## src/rtl/mem_pkg.sv

```systemverilog
// Shared types and constants for the MEM stage: FSM states, access sizes, opcodes.
package mem_pkg;

  typedef enum logic [1:0] {
    IDLE = 2'd0,
    REQ  = 2'd1,
    WAIT = 2'd2
  } mem_state_t;

  localparam logic [1:0] SZ_B = 2'b00;
  localparam logic [1:0] SZ_H = 2'b01;
  localparam logic [1:0] SZ_W = 2'b11;

  localparam logic [6:0] OP_LOAD   = 7'b0000011;
  localparam logic [6:0] OP_STORE  = 7'b0100011;
  localparam logic [6:0] OP_BRANCH = 7'b1100011;

endpackage

```

## src/rtl/mem_stage_lsu_align.sv

```systemverilog
// Combinational store byte-enable/data replication and load extract/extend.
module lsu_align
  import mem_pkg::*;
(
  input  logic [1:0]  st_size,
  input  logic [1:0]  st_shift,
  input  logic [31:0] st_data,
  output logic [3:0]  st_be,
  output logic [31:0] st_wdata,
  input  logic [1:0]  ld_size,
  input  logic [1:0]  ld_shift,
  input  logic        ld_unsigned,
  input  logic [31:0] ld_rdata,
  output logic [31:0] ld_data
);

  logic [7:0]  byte_sel;
  logic [15:0] half_sel;

  // Reserved size 2'b10 falls into the word case.
  always_comb begin
    st_be    = 4'hF;
    st_wdata = st_data;
    case (st_size)
      SZ_B: begin
        st_be    = 4'b0001 << st_shift;
        st_wdata = {4{st_data[7:0]}};
      end
      SZ_H: begin
        st_be    = 4'b0011 << st_shift;
        st_wdata = {2{st_data[15:0]}};
      end
      default: ;
    endcase
  end

  always_comb begin
    byte_sel = ld_rdata[{ld_shift, 3'b000} +: 8];
    half_sel = ld_rdata[15:0];
    case (ld_shift)
      2'd1:    half_sel = ld_rdata[23:8];
      2'd2:    half_sel = ld_rdata[31:16];
      2'd3:    half_sel = {8'h00, ld_rdata[31:24]};
      default: half_sel = ld_rdata[15:0];
    endcase
  end

  always_comb begin
    ld_data = ld_rdata;
    case (ld_size)
      SZ_B: ld_data = ld_unsigned ? {24'h0, byte_sel} : {{24{byte_sel[7]}}, byte_sel};
      SZ_H: ld_data = ld_unsigned ? {16'h0, half_sel} : {{16{half_sel[15]}}, half_sel};
      default: ;
    endcase
  end

endmodule

```

## src/rtl/mem_stage.sv

```systemverilog
// MEM pipeline stage: registers EX results and runs the data-memory req/gnt/rvalid handshake.
module mem_stage
  import mem_pkg::*;
#(
  parameter int TIMEOUT = 255
) (
  input  logic        clk,
  input  logic        reset,
  input  logic        ext_stall,
  input  logic        ex_valid,
  input  logic [6:0]  opcode_EX,
  input  logic [31:0] res_EX,
  input  logic [31:0] x2_EX,
  input  logic [1:0]  ldsz,
  input  logic [1:0]  ldshift,
  input  logic        ld_unsigned,
  input  logic [4:0]  rd_EX,
  output logic        dmem_req,
  output logic        dmem_we,
  output logic [31:0] dmem_addr,
  output logic [3:0]  dmem_be,
  output logic [31:0] dmem_wdata,
  input  logic        dmem_gnt,
  input  logic        dmem_rvalid,
  input  logic [31:0] dmem_rdata,
  output logic [31:0] res_MEM,
  output logic [4:0]  rd_MEM,
  output logic        stall_req,
  output logic        trap_MEM
);

  localparam logic [7:0] TO_LAST = 8'(TIMEOUT - 1);

  mem_state_t  state, state_nxt;
  logic [7:0]  cnt;
  logic        capture, is_mem, timed_out;
  logic [1:0]  size_q, shift_q;
  logic        uns_q;
  logic [4:0]  rd_q;
  logic [3:0]  st_be;
  logic [31:0] st_wdata, ld_data;

  lsu_align u_align (
    .st_size     (ldsz),
    .st_shift    (ldshift),
    .st_data     (x2_EX),
    .st_be       (st_be),
    .st_wdata    (st_wdata),
    .ld_size     (size_q),
    .ld_shift    (shift_q),
    .ld_unsigned (uns_q),
    .ld_rdata    (dmem_rdata),
    .ld_data     (ld_data)
  );

  assign capture   = ex_valid && !ext_stall;
  assign is_mem    = (opcode_EX == OP_LOAD) || (opcode_EX == OP_STORE);
  assign dmem_req  = (state == REQ);
  assign stall_req = (state == REQ) || (state == WAIT && !dmem_rvalid);

  // A request is never withdrawn, so REQ/WAIT ignore ext_stall entirely.
  always_comb begin
    state_nxt = state;
    timed_out = 1'b0;
    case (state)
      IDLE: if (capture && is_mem) state_nxt = REQ;
      REQ: begin
        if (dmem_gnt) begin
          state_nxt = dmem_we ? IDLE : WAIT;
        end else if (cnt == TO_LAST) begin
          state_nxt = IDLE;
          timed_out = 1'b1;
        end
      end
      WAIT: begin
        if (dmem_rvalid) begin
          state_nxt = IDLE;
        end else if (cnt == TO_LAST) begin
          state_nxt = IDLE;
          timed_out = 1'b1;
        end
      end
      default: state_nxt = IDLE;
    endcase
  end

  always_ff @(posedge clk) begin
    if (reset) begin
      state      <= IDLE;
      cnt        <= 8'd0;
      res_MEM    <= 32'd0;
      rd_MEM     <= 5'd0;
      dmem_we    <= 1'b0;
      dmem_addr  <= 32'd0;
      dmem_be    <= 4'd0;
      dmem_wdata <= 32'd0;
      trap_MEM   <= 1'b0;
      size_q     <= 2'd0;
      shift_q    <= 2'd0;
      uns_q      <= 1'b0;
      rd_q       <= 5'd0;
    end else begin
      state    <= state_nxt;
      trap_MEM <= timed_out;
      cnt      <= (state_nxt == state && state != IDLE) ? cnt + 8'd1 : 8'd0;

      if (state == IDLE && capture) begin
        if (is_mem) begin
          dmem_we    <= (opcode_EX == OP_STORE);
          dmem_addr  <= {res_EX[31:2], 2'b00};
          dmem_be    <= st_be;
          dmem_wdata <= st_wdata;
          size_q     <= ldsz;
          shift_q    <= ldshift;
          uns_q      <= ld_unsigned;
          rd_q       <= rd_EX;
          rd_MEM     <= 5'd0;
        end else begin
          res_MEM <= res_EX;
          rd_MEM  <= (opcode_EX == OP_BRANCH) ? 5'd0 : rd_EX;
        end
      end

      if (state == WAIT && dmem_rvalid) begin
        res_MEM <= ld_data;
        rd_MEM  <= rd_q;
      end
    end
  end

endmodule

```

## config.mk

```make
export PLATFORM = sky130hd
export DESIGN_NAME = mem_stage
export DESIGN_NICKNAME = d
export VERILOG_FILES = /design/src/rtl/mem_pkg.sv /design/src/rtl/mem_stage_lsu_align.sv /design/src/rtl/mem_stage.sv
export SDC_FILE = /design/constraint.sdc
export NUM_CORES = 1
export LEC_CHECK = 0
export CAP_MARGIN = 0
export CORE_ASPECT_RATIO = 0.8
export CORE_MARGIN = 2
export CORE_UTILIZATION = 40
export DETAILED_ROUTE_END_ITERATION = 10
export MAX_ROUTING_LAYER = met4
export PLACE_DENSITY = 0.71
export SLEW_MARGIN = 25
export SYNTH_ARGS = -nofsm -noshare
export SYNTH_HDL_FRONTEND = slang
export SYNTH_SLANG_ARGS = --single-unit
```

## constraint.sdc

```tcl
create_clock -name clk -period 3.8 [get_ports clk]
set_input_delay 1.14 -clock clk [delete_from_list [all_inputs] [get_ports clk]]
set_output_delay 1.14 -clock clk [all_outputs]
set_load 0.05 [all_outputs]
```

==> flow_metrics.tcl, run 1 <==
set metrics [dict create \
    diodes 0 \
    port_buffers 225 \
    drive_gt1_share_pct 7.852 \
    track_usage_pct 24.93 \
    wirelength_mm 19.22 \
    ys_types 51 \
    layout_commonest_cell "clkdlybuf4s50_1" \
    wl_per_cell_microns 17.46 \
    status "finished clean" \
    fin_ws_ns 0.4778 \
    dr_total_vias 5785 \
    dieArea_sq_um 15850 \
    cap_violations 0 \
    htreeDepth 4 \
    hpwlAfterDp_mm 13.50 \
    grt_busiest_layer "met1" \
    grt_antenna_before_repair 0 \
    grt_pass1_vias 5579 \
    cts.reportedPaths.clkPinSlew_ns 0.06 \
    ioPinCount 228 \
    max_freq_mhz 301.0 \
    die-width_microns 140.3 \
    overflow 0 \
    critical_path_buf_inv_count 2 \
    cts_sinks 125 \
    synthFlopType "dfxtp_1" \
    numCtsBuffers 17 \
    required_ns 2.66 \
    place.gp.congestion 0.8997 \
    drtPass1Iterations 6 \
    fin_crit_sh_pct 87.43 \
    crit_type "primary input to output pin" \
    core_area_sq_um 14400 \
    p_leak_nw 3.051 \
    synth_edf_count 0 \
    clockBufferDepth 2 \
    endpoint_kind "output pin" \
    slew_viol_final 0 \
    clkLatencyLatePin_ns 0.42 \
    grt_pass1_wl_mm 30.24 \
    area_delta_synth_final_pct 50.16 \
    grt_util_met2_pct 33.20 \
    setup_viol 0 \
    ctsHoldBuffers 0 \
    cts_resized 0 \
    worst_pin_slew_ns 1.050 \
    finalCriticalPeriod_ns 3.322 \
    synth-seq-cells 125 \
    avgViaCountPerCell 5.254 \
    ys_top_cells_by_area "dfxtp_1 42%, nand2_1 9.8%, mux2i_1 7.2%" \
    synth_cells 703 \
    synth.avg_cell_area_sq_um 8.452 \
    layout_common_cells "223 x clkdlybuf4s50_1, 155 x nand2_1, 125 x dfxtp_1" \
    global_route.usage.met1_pct 36.40 \
    power_density_nw_per_um2 396.1 \
    core.rowCount 39 \
    startpoint_type "primary input" \
    ant_nets 0 \
    critical_path.slowest_cell "clkdlybuf4s50_1" \
    critical_path.max_stage_delay_ns 0.50 \
    clock_skew_ns 0.006650 \
    die_h_microns 113.0 \
    drtIter0Drc 397 \
    synth_top_area_share_pct 42.11 \
    ir_drop_mv 0.3214 \
    yosysWarnings 0 \
    setup_tns_ns 0 \
    crit_chain "clkdlybuf4s50_1 > nor2b_1 > or2_2 > buf_4" \
    hold_viol 0 \
    cts_tree "built" \
    cts_setup_buffers 0 \
    path_max_fanout 3 \
    crit_family "buffers and inverters" \
    dp_slack_ns 0.2365 \
    root_buffer "clkbuf_16" \
    grt_util_met3_pct 7.660 \
    grt_max_degree 86 \
    fin_nets 1029 \
    synthesis.area_sq_um 5942 \
    hp-class "register to register" \
    yosys.area.top_type "dfxtp_1" \
    arrival_ns 2.18 \
    yosysSeqAreaShare_pct 42.11 \
    relSlewSlack_pct 29.98 \
    async_reset_ff_share_pct 0 \
    route.detailed.drc 0 \
    rsz0062_at_grt "no" \
    start_util_pct 41.28 \
]
-- stage by stage --
step           power (W)  cells  hold slack, ns  utilization (%)  instance area [sq um]
2_1_floorplan   0.001571    704          0.4366                -                   5946
3_3_place_gp    0.001790   1069          0.4415            57.51                   8278
3_5_place_dp    0.001790   1069          0.4475            57.51                   8278
4_1_cts         0.003557   1101          0.4555            61.98                   8922
5_1_grt         0.003659   1101          0.4762            61.98                   8922
6_report        0.003534   1101          0.4508            61.98                   8922
-- worst paths after layout --
| check | startpoint | end | slack (ns) | depth (start not counted) |
|---|---|---|---|---|
| worst max-delay path | dmem_rvalid | stall_req | 0.48 | 4 |
| worst min-delay path | dmem_wdata[5] | dmem_wdata[5] | 0.45 | 2 |
| worst max register to register | shift_q[0] | res_MEM[16] | 1.05 | 6 |
| worst min register to register | dmem_wdata[5] | dmem_wdata[5] | 0.45 | 2 |
-- cells by family after synthesis --
| logic type | Yosys count | synth area share, % |
|---|---|---|
| muxes | 43 | 7.244 |
| xor gates and xnor gates | 6 | 0.8844 |
| adders and majority gates | 6 | 1.263 |
| and+or+nand+nor | 254 | 18.74 |
| buffers and inverters | 66 | 5.938 |
| AOI/OAI and AO/OA | 202 | 23.75 |
| other | 1 | 0.06311 |
| DFF | 125 | 42.11 |
-- flip-flops by register name (all words and copies together) (netlist names) --
signal,count
cnt,8
dmem_addr,30
rd_q,5
state,2
size_q,2
dmem_wdata,32
dmem_be,4
shift_q,2
res_MEM,32
uns_q,1
dmem_we,1
trap_MEM,1
rd_MEM,5
-- synth_stat cells (all sizes together), types with 4 or more instances --
| library cell | number |
|---|---|
| a211oi | 50 |
| a21oi | 75 |
| a221oi | 7 |
| a22o | 7 |
| a311oi | 11 |
| a31oi | 7 |
| buf | 18 |
| clkbuf | 40 |
| dfxtp | 125 |
| ha | 6 |
| inv | 7 |
| mux2i | 43 |
| nand2 | 155 |
| nand2b | 4 |
| nand3 | 10 |
| nor2 | 33 |
| nor2b | 30 |
| nor3 | 6 |
| o211ai | 8 |
| o21ai | 16 |
| o221a | 7 |
| o22ai | 9 |
| xor2 | 5 |
-- final cells by class --
class                           count  area [sq um]
Timing Repair Buffer              239          2402
Clock buffer                       22         484.2
Inverter                            8         30.03
Clock inverter                     10         160.2
Multi-Input combinational cell    513          3113
Tap cell                          184         230.2
Sequential cell                   125          2502
Fill cell                        1267          5473
-- routing by layer --
layer / up-vias / part of all wire (%)
met5: - / 0
met4: 0 / 0.85
met1: 2663 / 51
met3: 15 / 7.1
li1: 2901 / -
met2: 206 / 41
-- power by group --
part / internal, W / switching (W)
clock: 0.00117 / 0.000602
combinational: 0.000200 / 0.000223
sequential: 0.00133 / 0.0000112
-- tightest hold or removal path: cells and delay by family (launching register included) --
family / cells / cell delay (ns)
compound gates: 1 / 0.05
flops: 1 / 0.31
simple gates: 1 / 0.05
No activity file was read; power rests on OpenSTA's default activity.
==> run 2: changes to the inputs <==
--- a/config.mk
+++ b/config.mk
@@ -10,8 +10,9 @@
 export CORE_MARGIN = 2
 export CORE_UTILIZATION = 40
 export DETAILED_ROUTE_END_ITERATION = 10
+export HOLD_SLACK_MARGIN = 0.1
 export MAX_ROUTING_LAYER = met4
-export PLACE_DENSITY = 0.71
+export PLACE_DENSITY_LB_ADDON = 0.05
 export SLEW_MARGIN = 25
 export SYNTH_ARGS = -nofsm -noshare
 export SYNTH_HDL_FRONTEND = slang
==> run 2 against run 1 <==
Against the previous run: routed wire length grew 1.3%; total power shrank 3.5%; setup slack lost 0.0097 ns; die area is the same; core utilization shrank 0.55 points; first-iteration DRC count shrank 10%; combinational power is essentially flat; critical endpoint unchanged; highest routed layer unchanged; via count grew 2.4%; register-to-register slack gained 0.04 ns; clock power shrank 7%.
==> flow_metrics.tcl, run 2 (synthesized netlist as in run 1, its figures left out) <==
set metrics [dict create \
    required_ns 2.66 \
    cap_violations 0 \
    p_leak_nw 3.017 \
    finalCriticalPeriod_ns 3.332 \
    numCtsBuffers 17 \
    overflow 0 \
    ir_drop_mv 0.3167 \
    core_area_sq_um 14400 \
    path_max_fanout 3 \
    track_usage_pct 25.34 \
    switching_share_pct 23.67 \
    place.gp.congestion 0.8762 \
    relSlewSlack_pct 31.41 \
    dr_total_vias 5923 \
    grt_pass1_wl_mm 30.69 \
    crit_chain "clkdlybuf4s50_1 > nor2b_1 > or2_2 > buf_4" \
    drtPass1Iterations 5 \
    drtIter0Drc 356 \
    rsz0062_at_grt "no" \
    clkLatencyLatePin_ns 0.42 \
    total_power_w 0.003411 \
    largestRegisters "dmem_wdata: 32 flops, res_MEM: 32 flops, dmem_addr: 30 flops" \
    fin_util_pct 61.43 \
    wirelength_mm 19.47 \
    power_density_nw_per_um2 385.8 \
    grt_antenna_before_repair 0 \
    layout_commonest_cell "clkdlybuf4s50_1" \
    fin_crit_sh_pct 87.68 \
    core.rowCount 39 \
    htreeDepth 4 \
    critical_path.slowest_cell "clkdlybuf4s50_1" \
    route.detailed.drc 0 \
    ant_nets 0 \
    cts_setup_buffers 0 \
    grt_max_degree 97 \
    die_h_microns 113.0 \
    setup_viol 0 \
    ff2ff_path_depth 6 \
    status "finished clean" \
    start_util_pct 41.28 \
    cts_tree "built" \
    wl_per_cell_microns 17.72 \
    port_buffers 225 \
    clockBufferDepth 2 \
    switchingPower_w 0.0008076 \
    cts_resized 0 \
    hold_viol 0 \
    drive_gt1_share_pct 7.432 \
    avgViaCountPerCell 5.389 \
    die-width_microns 140.3 \
    critical_path.max_stage_delay_ns 0.51 \
    seqPwrFrac_pct 39.4 \
    internal_power_w 0.002604 \
    crit_type "primary input to output pin" \
    diodes 0 \
    slew_viol_final 0 \
    area_delta_synth_final_pct 48.83 \
    layout_common_cells "223 x clkdlybuf4s50_1, 155 x nand2_1, 125 x dfxtp_1" \
    fin_nets 1029 \
    p_clk_share_pct 48.2 \
    root_buffer "clkbuf_16" \
    clock_skew_ns 0.008464 \
    nFillCells 1215 \
    grt_pass1_vias 5740 \
    cts.reportedPaths.clkPinSlew_ns 0.06 \
    hold_depth 2 \
    arrival_ns 2.19 \
    hpwlAfterDp_mm 13.82 \
    p_comb_share_pct 12.4 \
    setup_tns_ns 0 \
    cts_sinks 125 \
    max_freq_mhz 300.1 \
    endpoint_kind "output pin" \
    hp-class "register to register" \
    ioPinCount 228 \
    startpoint_type "primary input" \
    worst_pin_slew_ns 1.029 \
    ctsHoldBuffers 0 \
    dieArea_sq_um 15850 \
    hold_slack_ns 0.4501 \
]
run 2: cell count changes in the layout (fill, tap and decap cells not counted), sizes merged:
cell | previous run | this run
clkinv | 6 | 4
bufinv | 4 | 3
clkbuf | 22 | 23
run 2: power by group through the flow:
stage                     Combinational, W  Sequential (W)  Clock (W)
after global routing              0.000447         0.00135    0.00173
final                             0.000422         0.00134    0.00165
after floorplan                   0.000128         0.00144          0
after CTS                         0.000421         0.00134    0.00166
after global placement            0.000412         0.00137          0
after detailed placement          0.000417         0.00137          0
run 2: worst paths after layout:
path                                      end           from  slack (ns)
worst max-delay path                stall_req    dmem_rvalid        0.47
worst max register to register    res_MEM[16]     shift_q[0]        1.09
worst min register to register  dmem_wdata[6]  dmem_wdata[6]        0.45
worst min-delay path            dmem_wdata[6]  dmem_wdata[6]        0.45
run 2: worst max-delay path, delay by kind of cell:
family | cells | cell delay, ns
buf+inv | 2 | 0.70
simple gates | 2 | 0.35
run 2: layout make-up:
type	count	area [sq um]	area share, %
timing repair buffer	239	2377	26.88
multi-input combinational	513	3113	35.20
sequential	125	2502	28.30
inverter	8	30.03	0.3396
clock inverter	7	112.6	1.273
clock buffer	23	478.0	5.405
tap	184	230.2	2.603
run 2: layer usage:
layer | vias up | wire [microns] | part of all wire, % | GRT usage, %
met1 | 2780 | 9387 | 48 | 34.87
met5 | - | 0 | 0 | -
met2 | 219 | 8406 | 43 | 36.73
met4 | 0 | 361 | 1.9 | 7.946
met3 | 29 | 1315 | 6.8 | 6.263
li1 | 2895 | - | - | -
run 2: stage by stage:
step / setup WS (ns) / instance area, sq um / std cells
after floorplan: 1.085 / 5946 / 704
after global routing: 0.4386 / 8843 / 1099
final: 0.4681 / 8843 / 1099
after CTS: 0.4684 / 8843 / 1099
after detailed placement: 0.4666 / 8253 / 1069
after global placement: 0.5050 / 8253 / 1069
